--- config.mk ---
export PLATFORM = sky130hd
export DESIGN_NAME = cpc_printer_port
export DESIGN_NICKNAME = d
export VERILOG_FILES = /design/src/rtl/cpc_io_pkg.sv /design/src/rtl/cpc_sync_fifo.sv /design/src/rtl/cpc_printer_port.sv
export SDC_FILE = /design/constraint.sdc
export NUM_CORES = 1
export LEC_CHECK = 0
export CORE_ASPECT_RATIO = 1.25
export CORE_UTILIZATION = 40
export CTS_CLUSTER_DIAMETER = 80
export CTS_CLUSTER_SIZE = 16
export DETAILED_ROUTE_END_ITERATION = 10
export DONT_BUFFER_PORTS = 1
export PLACE_DENSITY = 0.51
export SKIP_CTS_REPAIR_TIMING = 1
export SYNTH_ARGS = -nofsm -noshare
export SYNTH_HDL_FRONTEND = slang
export SYNTH_SLANG_ARGS = --single-unit
--- constraint.sdc ---
create_clock -name clk -period 5.8 [get_ports clk]
set_input_delay 1.45 -clock clk [delete_from_list [all_inputs] [get_ports clk]]
set_output_delay 1.45 -clock clk [all_outputs]
set_load 0.1 [all_outputs]
--- src/rtl/cpc_io_pkg.sv ---
// Shared definitions for CPC I/O-bus responders.
// Holds the printer-port decode constants and the printer BUSY FSM encoding.
// No ports; imported by cpc_printer_port.
package cpc_io_pkg;

  // A12 low selects the printer port (&EFxx) under the CPC's partial decode.
  localparam int PRN_ADDR_BIT = 12;

  // Bit 7 of the latched port value drives the Centronics STROBE line.
  localparam int STROBE_BIT = 7;

  typedef enum logic [1:0] {
    IDLE = 2'd0,
    ACK  = 2'd1,
    FULL = 2'd2
  } prn_state_e;

endpackage

--- src/rtl/cpc_sync_fifo.sv ---
// Synchronous first-word-fall-through FIFO with register-array storage.
// Ports:
//   clk, reset (async, active-high), clear (sync flush)
//   wr_en/wr_data : write request; ignored when full unless a read happens
//                   in the same cycle
//   rd_en/rd_data : rd_data always shows the head entry; rd_en pops it
//   count         : occupancy 0..DEPTH
//   full, empty   : occupancy flags
module cpc_sync_fifo #(
  parameter int DEPTH = 16,
  parameter int WIDTH = 8
) (
  input  logic                       clk,
  input  logic                       reset,
  input  logic                       clear,
  input  logic                       wr_en,
  input  logic [WIDTH-1:0]           wr_data,
  input  logic                       rd_en,
  output logic [WIDTH-1:0]           rd_data,
  output logic [$clog2(DEPTH):0]     count,
  output logic                       full,
  output logic                       empty
);

  localparam int AW = (DEPTH > 1) ? $clog2(DEPTH) : 1;
  localparam int CW = $clog2(DEPTH) + 1;

  logic [WIDTH-1:0] mem [DEPTH];
  logic [AW-1:0]    wr_ptr;
  logic [AW-1:0]    rd_ptr;
  logic [CW-1:0]    count_q;
  logic             do_wr;
  logic             do_rd;

  assign full    = (count_q == CW'(DEPTH));
  assign empty   = (count_q == '0);
  assign count   = count_q;
  assign rd_data = mem[rd_ptr];

  // A write into a full FIFO is still legal when the head leaves this cycle.
  assign do_rd = rd_en & ~empty;
  assign do_wr = wr_en & (~full | do_rd);

  // Pointers are power-of-two wide, so they wrap by plain overflow.
  always_ff @(posedge clk or posedge reset) begin
    if (reset) begin
      wr_ptr  <= '0;
      rd_ptr  <= '0;
      count_q <= '0;
      for (int i = 0; i < DEPTH; i++) begin
        mem[i] <= '0;
      end
    end else if (clear) begin
      wr_ptr  <= '0;
      rd_ptr  <= '0;
      count_q <= '0;
    end else begin
      if (do_wr) begin
        mem[wr_ptr] <= wr_data;
        wr_ptr      <= wr_ptr + 1'b1;
      end
      if (do_rd) begin
        rd_ptr <= rd_ptr + 1'b1;
      end
      case ({do_wr, do_rd})
        2'b10:   count_q <= count_q + 1'b1;
        2'b01:   count_q <= count_q - 1'b1;
        default: count_q <= count_q;
      endcase
    end
  end

endmodule

--- src/rtl/cpc_printer_port.sv ---
// CPC Centronics printer-port responder.
// Latches CPU OUT writes to &EFxx, turns each 0->1 edge of the latched STROBE
// bit into one 7-bit byte pushed into a capture FIFO, and drives printer BUSY.
// Ports:
//   clk, reset (async, active-high)
//   cpu_addr, io_dout, io_wr : CPU I/O write bus (io_wr is a multi-cycle level)
//   busy                     : printer BUSY, routed to PPI port B bit 6
//   out_valid/out_data/out_ready : FWFT consumer interface, out_data[7]=0
//   fifo_count               : FIFO occupancy
//   overflow                 : sticky, a strobe was dropped on a full FIFO
//   clear                    : synchronous flush of FIFO, overflow and FSM
module cpc_printer_port
  import cpc_io_pkg::*;
#(
  parameter int FIFO_DEPTH = 16,
  parameter int BUSY_MIN   = 8
) (
  input  logic        clk,
  input  logic        reset,
  input  logic [15:0] cpu_addr,
  input  logic [7:0]  io_dout,
  input  logic        io_wr,
  output logic        busy,
  output logic        out_valid,
  output logic [7:0]  out_data,
  input  logic        out_ready,
  output logic [8:0]  fifo_count,
  output logic        overflow,
  input  logic        clear
);

  localparam int HOLD_W = (BUSY_MIN > 1) ? $clog2(BUSY_MIN) : 1;
  localparam int CW     = $clog2(FIFO_DEPTH) + 1;

  logic [7:0]        port_reg;
  logic              io_wr_d;
  logic              strobe_d;
  logic              sel;
  logic              strobe_rise;
  logic              pop;
  logic              accept;
  logic              drop;
  logic              fifo_full;
  logic              fifo_empty;
  logic [CW-1:0]     fifo_cnt;
  logic [HOLD_W-1:0] hold;
  logic [HOLD_W-1:0] hold_next;
  prn_state_e        state;
  prn_state_e        state_next;
  logic              unused_addr;

  // Only A12 takes part in the decode; the rest of the bus is don't-care.
  assign unused_addr = ^{cpu_addr[15:13], cpu_addr[11:0]};

  // First clk of an io_wr level only, so a long OUT latches once.
  assign sel = io_wr & ~io_wr_d & ~cpu_addr[PRN_ADDR_BIT];

  always_ff @(posedge clk or posedge reset) begin
    if (reset) begin
      io_wr_d  <= 1'b0;
      port_reg <= 8'h00;
      strobe_d <= 1'b0;
    end else begin
      io_wr_d  <= io_wr;
      strobe_d <= port_reg[STROBE_BIT];
      if (sel) begin
        port_reg <= io_dout;
      end
    end
  end

  // Edge of the latched STROBE bit; holding bit 7 high never re-triggers.
  assign strobe_rise = port_reg[STROBE_BIT] & ~strobe_d;
  assign pop         = out_valid & out_ready;
  assign accept      = strobe_rise & (~fifo_full | pop) & ~clear;
  assign drop        = strobe_rise & fifo_full & ~pop & ~clear;

  cpc_sync_fifo #(
    .DEPTH (FIFO_DEPTH),
    .WIDTH (8)
  ) u_fifo (
    .clk     (clk),
    .reset   (reset),
    .clear   (clear),
    .wr_en   (accept),
    .wr_data ({1'b0, port_reg[6:0]}),
    .rd_en   (pop),
    .rd_data (out_data),
    .count   (fifo_cnt),
    .full    (fifo_full),
    .empty   (fifo_empty)
  );

  assign out_valid  = ~fifo_empty;
  assign fifo_count = 9'(fifo_cnt);

  always_ff @(posedge clk or posedge reset) begin
    if (reset) begin
      overflow <= 1'b0;
    end else if (clear) begin
      overflow <= 1'b0;
    end else if (drop) begin
      overflow <= 1'b1;
    end
  end

  // BUSY FSM: state register
  always_ff @(posedge clk or posedge reset) begin
    if (reset) begin
      state <= IDLE;
      hold  <= '0;
    end else begin
      state <= state_next;
      hold  <= hold_next;
    end
  end

  // BUSY FSM: next state. Any accepted push (re)starts the ACK hold window.
  always_comb begin
    state_next = state;
    hold_next  = hold;
    if (clear) begin
      state_next = IDLE;
      hold_next  = '0;
    end else if (accept) begin
      state_next = ACK;
      hold_next  = HOLD_W'(BUSY_MIN - 1);
    end else begin
      case (state)
        ACK: begin
          if (hold == '0) begin
            state_next = fifo_full ? FULL : IDLE;
          end else begin
            hold_next = hold - 1'b1;
          end
        end
        FULL: begin
          if (!fifo_full) begin
            state_next = IDLE;
          end
        end
        default: state_next = state;
      endcase
    end
  end

  // BUSY FSM: outputs
  always_comb begin
    busy = 1'b1;
    if (state == IDLE) begin
      busy = fifo_full;
    end
  end

endmodule
### Word-level counts from Yosys, hierarchy flattened

Index checks and enable logic that the tools add are counted.

* register bits: 157
* logic and storage cells: 101
* input port bits: 29

* muxes and demuxes: 25
* $add $sub $neg: 5
* equal/unequal tests: 8
* magnitude comparators: 3
* bitwise gates (word level): 22
* reductions and logical operators: 13

Operator list (count)
* 128-bit bitwise mux: 1
* 8-bit binary-select mux with 4-bit select: 1
* 8-bit demux with 4-bit select: 1
* 8-bit 2-to-1 mux: 3
* 4-bit 2-to-1 mux: 4
* 3-bit 2-to-1 mux: 4
* 1-bit AND: 11
* 5-bit >= comparator (second input constant): 2
* 2-bit 2-to-1 mux: 5
* 4-bit NOT with 5-bit output: 2
* 5-bit one-hot mux with 2 select lines: 1
* 4-bit by 1-bit adder with 4-bit output (second input constant): 2
* 4-bit by 3-bit inequality test with 1-bit output (second input constant): 2
* 1-bit NOT: 7
* 2-bit nonzero test: 3
* 3-bit nonzero test: 2
* 5-bit by 1-bit adder with 5-bit output (second input constant): 1
* 5-bit == test (second input constant): 1
* 5-bit zero test: 1
* 5-bit by 1-bit < comparator with 1-bit output (second input constant): 1
* 5-bit 2-to-1 mux: 1
* 5-bit by 1-bit subtractor with 5-bit output (second input constant): 1
* 2-bit by 1-bit == test with 1-bit output (second input constant): 2
* 2-bit == test (second input constant): 2
* other kinds (11): 15

### Depth between registers and ports, before layout

* depth after elaboration: 10
* mapped depth: 10
* mapped depth without buffers: 9

### By module

Synthesis repeated with hierarchy kept, for this count alone.

* cells, all modules: 536
* area, all modules: 7717.4 um^2

Modules (own cells, without submodules)
* cpc_sync_fifo: cells each 470, area each 6936.7 um^2, times used 1, sequential area each 3528.4 um^2
* cpc_printer_port: cells each 66, area each 780.7 um^2, times used 1, sequential area each 400.4 um^2

### Worst setup path before layout

OpenSTA, ideal clock, no wires.

* path type: register to output
* start point: register u_fifo.rd_ptr[0]
* end point: output port out_data[0]
* buffers on the path: 1
* data arrival time: 2195 ps
* data required time: 4350 ps
* cell stages (with the launch flop): 4
* slack: 2155 ps
* cell sequence: dfrtp_1 -> buf_1 -> mux4_2 -> mux4_2

* longest elaborated chain between the ends: 4

RTL lines
* from (decl): line cpc_sync_fifo.sv:30 `logic [AW-1:0] rd_ptr;`
* from (signal assigned): line cpc_sync_fifo.sv:63 `rd_ptr <= rd_ptr + 1'b1;`
* 4-bit NOT with 5-bit output (implied by the code): line cpc_sync_fifo.sv:38 `assign rd_data = mem[rd_ptr];`
* 8-bit binary-select mux with 4-bit select: line cpc_sync_fifo.sv:38
* 8-bit 2-to-1 mux (implied by the code) (2 in series): line cpc_sync_fifo.sv:38
* to (decl): line cpc_printer_port.sv:25 `output logic [7:0] out_data,`

No other way between the ends. The select of a mux whose other input is x is not followed.

### Worst setup path in the final report

* start point: register u_fifo.rd_ptr[0]
* end point: output port out_data[1]

Same word-level chain as after synthesis.

==> out/qor.csv <==
stage;metric;value;unit
critical_path;critPathMaxFanout;25;
floorplan;die-height;147;um
finish;final_common_cell;dfrtp_1;
logic_synthesis;syn-cell-area;6700;um^2
placed_design;hpwl;9.04;mm
finish;final_cell_mix;dfrtp_1 (140), mux2_2 (116), mux4_2 (35);
timing;layout_min_cycle_time;4.47;ns
timing;slew_headroom;23.3;%
logic_synthesis;synth_largest_area_cell;dfrtp_1;
pwr;vdd.ir_drop.worst;351;uV
finish;fin_nets;489;
routing;drtIter0Drc;147;
finish;postLayoutCellArea;7510;um^2
status;status;completed;
timing;hold_viol;0;
finish;largest_register_ffs;112;
logic_synthesis;ys.warnings.count;0;
timing;rsz0062_at_grt;no;
routing;drc;0;
global_routing;grt_pass1_vias;4009;
clock_tree;insertion_delay;0.42;ns
pwr;power.leakage;3.47;nW
finish;fin_cells;677;
critical_path;crit_arrival;3.02;ns
logic_synthesis;synth-edff-count;0;
global_routing;grt_max_degree;93;
finish;multi_input_area;3010;um^2
clock_tree;htree_levels;4;
logic_synthesis;async_flop_share;100;%
critical_path;cp-start-kind;flop;
timing;achievable-frequency;224;MHz
logic_synthesis;ys_seq_area_share;52.7;%
logic_synthesis;synth_top_area_share;52.7;%
clock_tree;cts_sinks;141;
placed_design;postPlaceCellArea;6890;um^2
floorplan;initial_core_util;41.2;%
routing;drtAntennaViolNets;0;
logic_synthesis;avgSynthCellArea;14.9;um^2
routing;wl;14.6;mm
placed_design;place_inst;645;
floorplan;core.rowCount;52;
clock_tree;clk_pin_slew;0.06;ns
routing;vias_per_cell;5.40;
timing;skew;0.00731;ns
timing;tns;0;ns
finish;fill_cells;1479;
clock_tree;cts_tree;built;
routing;wl_per_cell;21.6;um
logic_synthesis;yosys_most_used_dff;dfrtp_1;
pwr;powerDensity;450;nW/um^2
timing;setup_viol_count_final;0;
logic_synthesis;synth_area_leaders;dfrtp_1 (53%), mux2_2 (20%), mux4_2 (12%);
finish;register_area;3530;um^2
floorplan;die_w;118;um
finish;area_growth;12.1;%
floorplan;fp.dieArea;17300;um^2
clock_tree;root_buffer;clkbuf_16;
critical_path;critPathCaptureType;primary output;
timing;slew_violations;0;
critical_path;worstPathRequired;4.35;ns
global_routing;grt_overflow;0;
routing;drt_pass1_iterations;5;
global_routing;grt_first_pass_wirelength;23.9;mm
logic_synthesis;syn_inst;448;
logic_synthesis;yosysUniqueCellTypes;44;
floorplan;core_area;16300;um^2
placed_design;place.gp.congestion;0.707;
global_routing;grt_use_total;19.0;%
finish;drive_gt1_share;45.3;%
placed_design;port_buffers;0;
hold_path;worstHoldPathType;flop to flop;
routing;vias;3657;
timing;post-route-period-util;77.1;%
timing;worst_pin_slew;1.15;ns
clock_tree;clockBufferDepth;2;
logic_synthesis;synth-seq-cells;141;
global_routing;antenna_found_initial;0;
clock_tree;cts_buffers;17;
floorplan;io_pins;49;
finish;antenna_cells;0;
run;max_cap_viol_count;0;
critical_path;path_class;flop to primary output;
finish;finish.utilization;46.2;%
[synthesized netlist by cell type (3+ instances only)]
library cell and n:
dfrtp_1 141, mux2_2 116, mux4_2 35, clkbuf_1 15, nor2_1 14, nand2_1 13, ha_1 12, nand2_2 12
a21oi_1 10, inv_1 10, buf_4 6, buf_1 5, o21ai_0 5, xor2_1 5, mux2_1 4, nand2b_1 4
xnor2_1 4, a31oi_1 3, mux2i_1 3
[layout make-up]
cell class / count / area share, %
Sequential cell: 141 / 47.0
Tap cell: 216 / 3.60
Clock inverter: 12 / 2.25
Timing Repair Buffer: 5 / 0.500
Multi-Input combinational cell: 273 / 40.1
Inverter: 10 / 0.566
Clock buffer: 20 / 5.95
[stage by stage]
| stage | hold WS, ns | setup WS [ns] | power [mW] |
|---|---|---|---|
| 2_1_floorplan | 0.371 | 0.569 | 2.13 |
| 3_3_place_gp | 0.389 | 1.68 | 2.25 |
| 3_5_place_dp | 0.396 | 1.69 | 2.28 |
| 4_1_cts | 0.408 | 1.23 | 3.42 |
| 5_1_grt | 0.424 | 1.12 | 3.54 |
| 6_report | 0.407 | 1.33 | 3.38 |
[cell families (layout without fill, tap and decap cells)]
logic type	count (synthesis)	after routing	share of synthesized area [%]
mux	159	159	32.7
flops	141	141	52.7
simple gates	63	63	5.87
buf+inv	38	47	2.60
compound gates	25	25	2.63
fa+ha+maj	12	12	2.24
xor+xnor	9	9	1.18
other cells	1	5	0.0560
[layer usage]
| metal | up-vias | GRT usage [%] | part of all wire (%) |
|---|---|---|---|
| met5 | - | 0 | 0 |
| met4 | 0 | 6.86 | 2.0 |
| met3 | 19 | 4.92 | 4.2 |
| met2 | 62 | 30.0 | 49 |
| met1 | 1936 | 25.1 | 45 |
| li1 | 1640 | - | - |
[power breakdown]
| part | internal (mW) | switching [mW] | total [mW] |
|---|---|---|---|
| Sequential | 1.09 | 0.173 | 1.26 |
| Combinational | 0.307 | 0.677 | 0.985 |
| Clock | 0.727 | 0.413 | 1.14 |
[worst max-delay path: stages (launching register included)]
cell and delay, ns:
dfrtp_2 0.93, buf_4 0.34, mux4_2 0.54, mux4_2 0.77
[worst paths after layout]
check | end | slack [ns] | cells past startpoint | from
min | strobe_d | 0.41 | 0 | port_reg[7]
min in group asynchronous | u_fifo.mem[80] | 1.06 | 1 | reset
max reg2reg | u_fifo.count[4] | 2.45 | 9 | u_fifo.count[2]
max in group asynchronous | u_fifo.mem[86] | 3.56 | 2 | reset
min reg2reg | strobe_d | 0.41 | 0 | port_reg[7]
max | out_data[1] | 1.33 | 3 | u_fifo.rd_ptr[0]
Note: power is estimated with default switching activity, not from simulation.
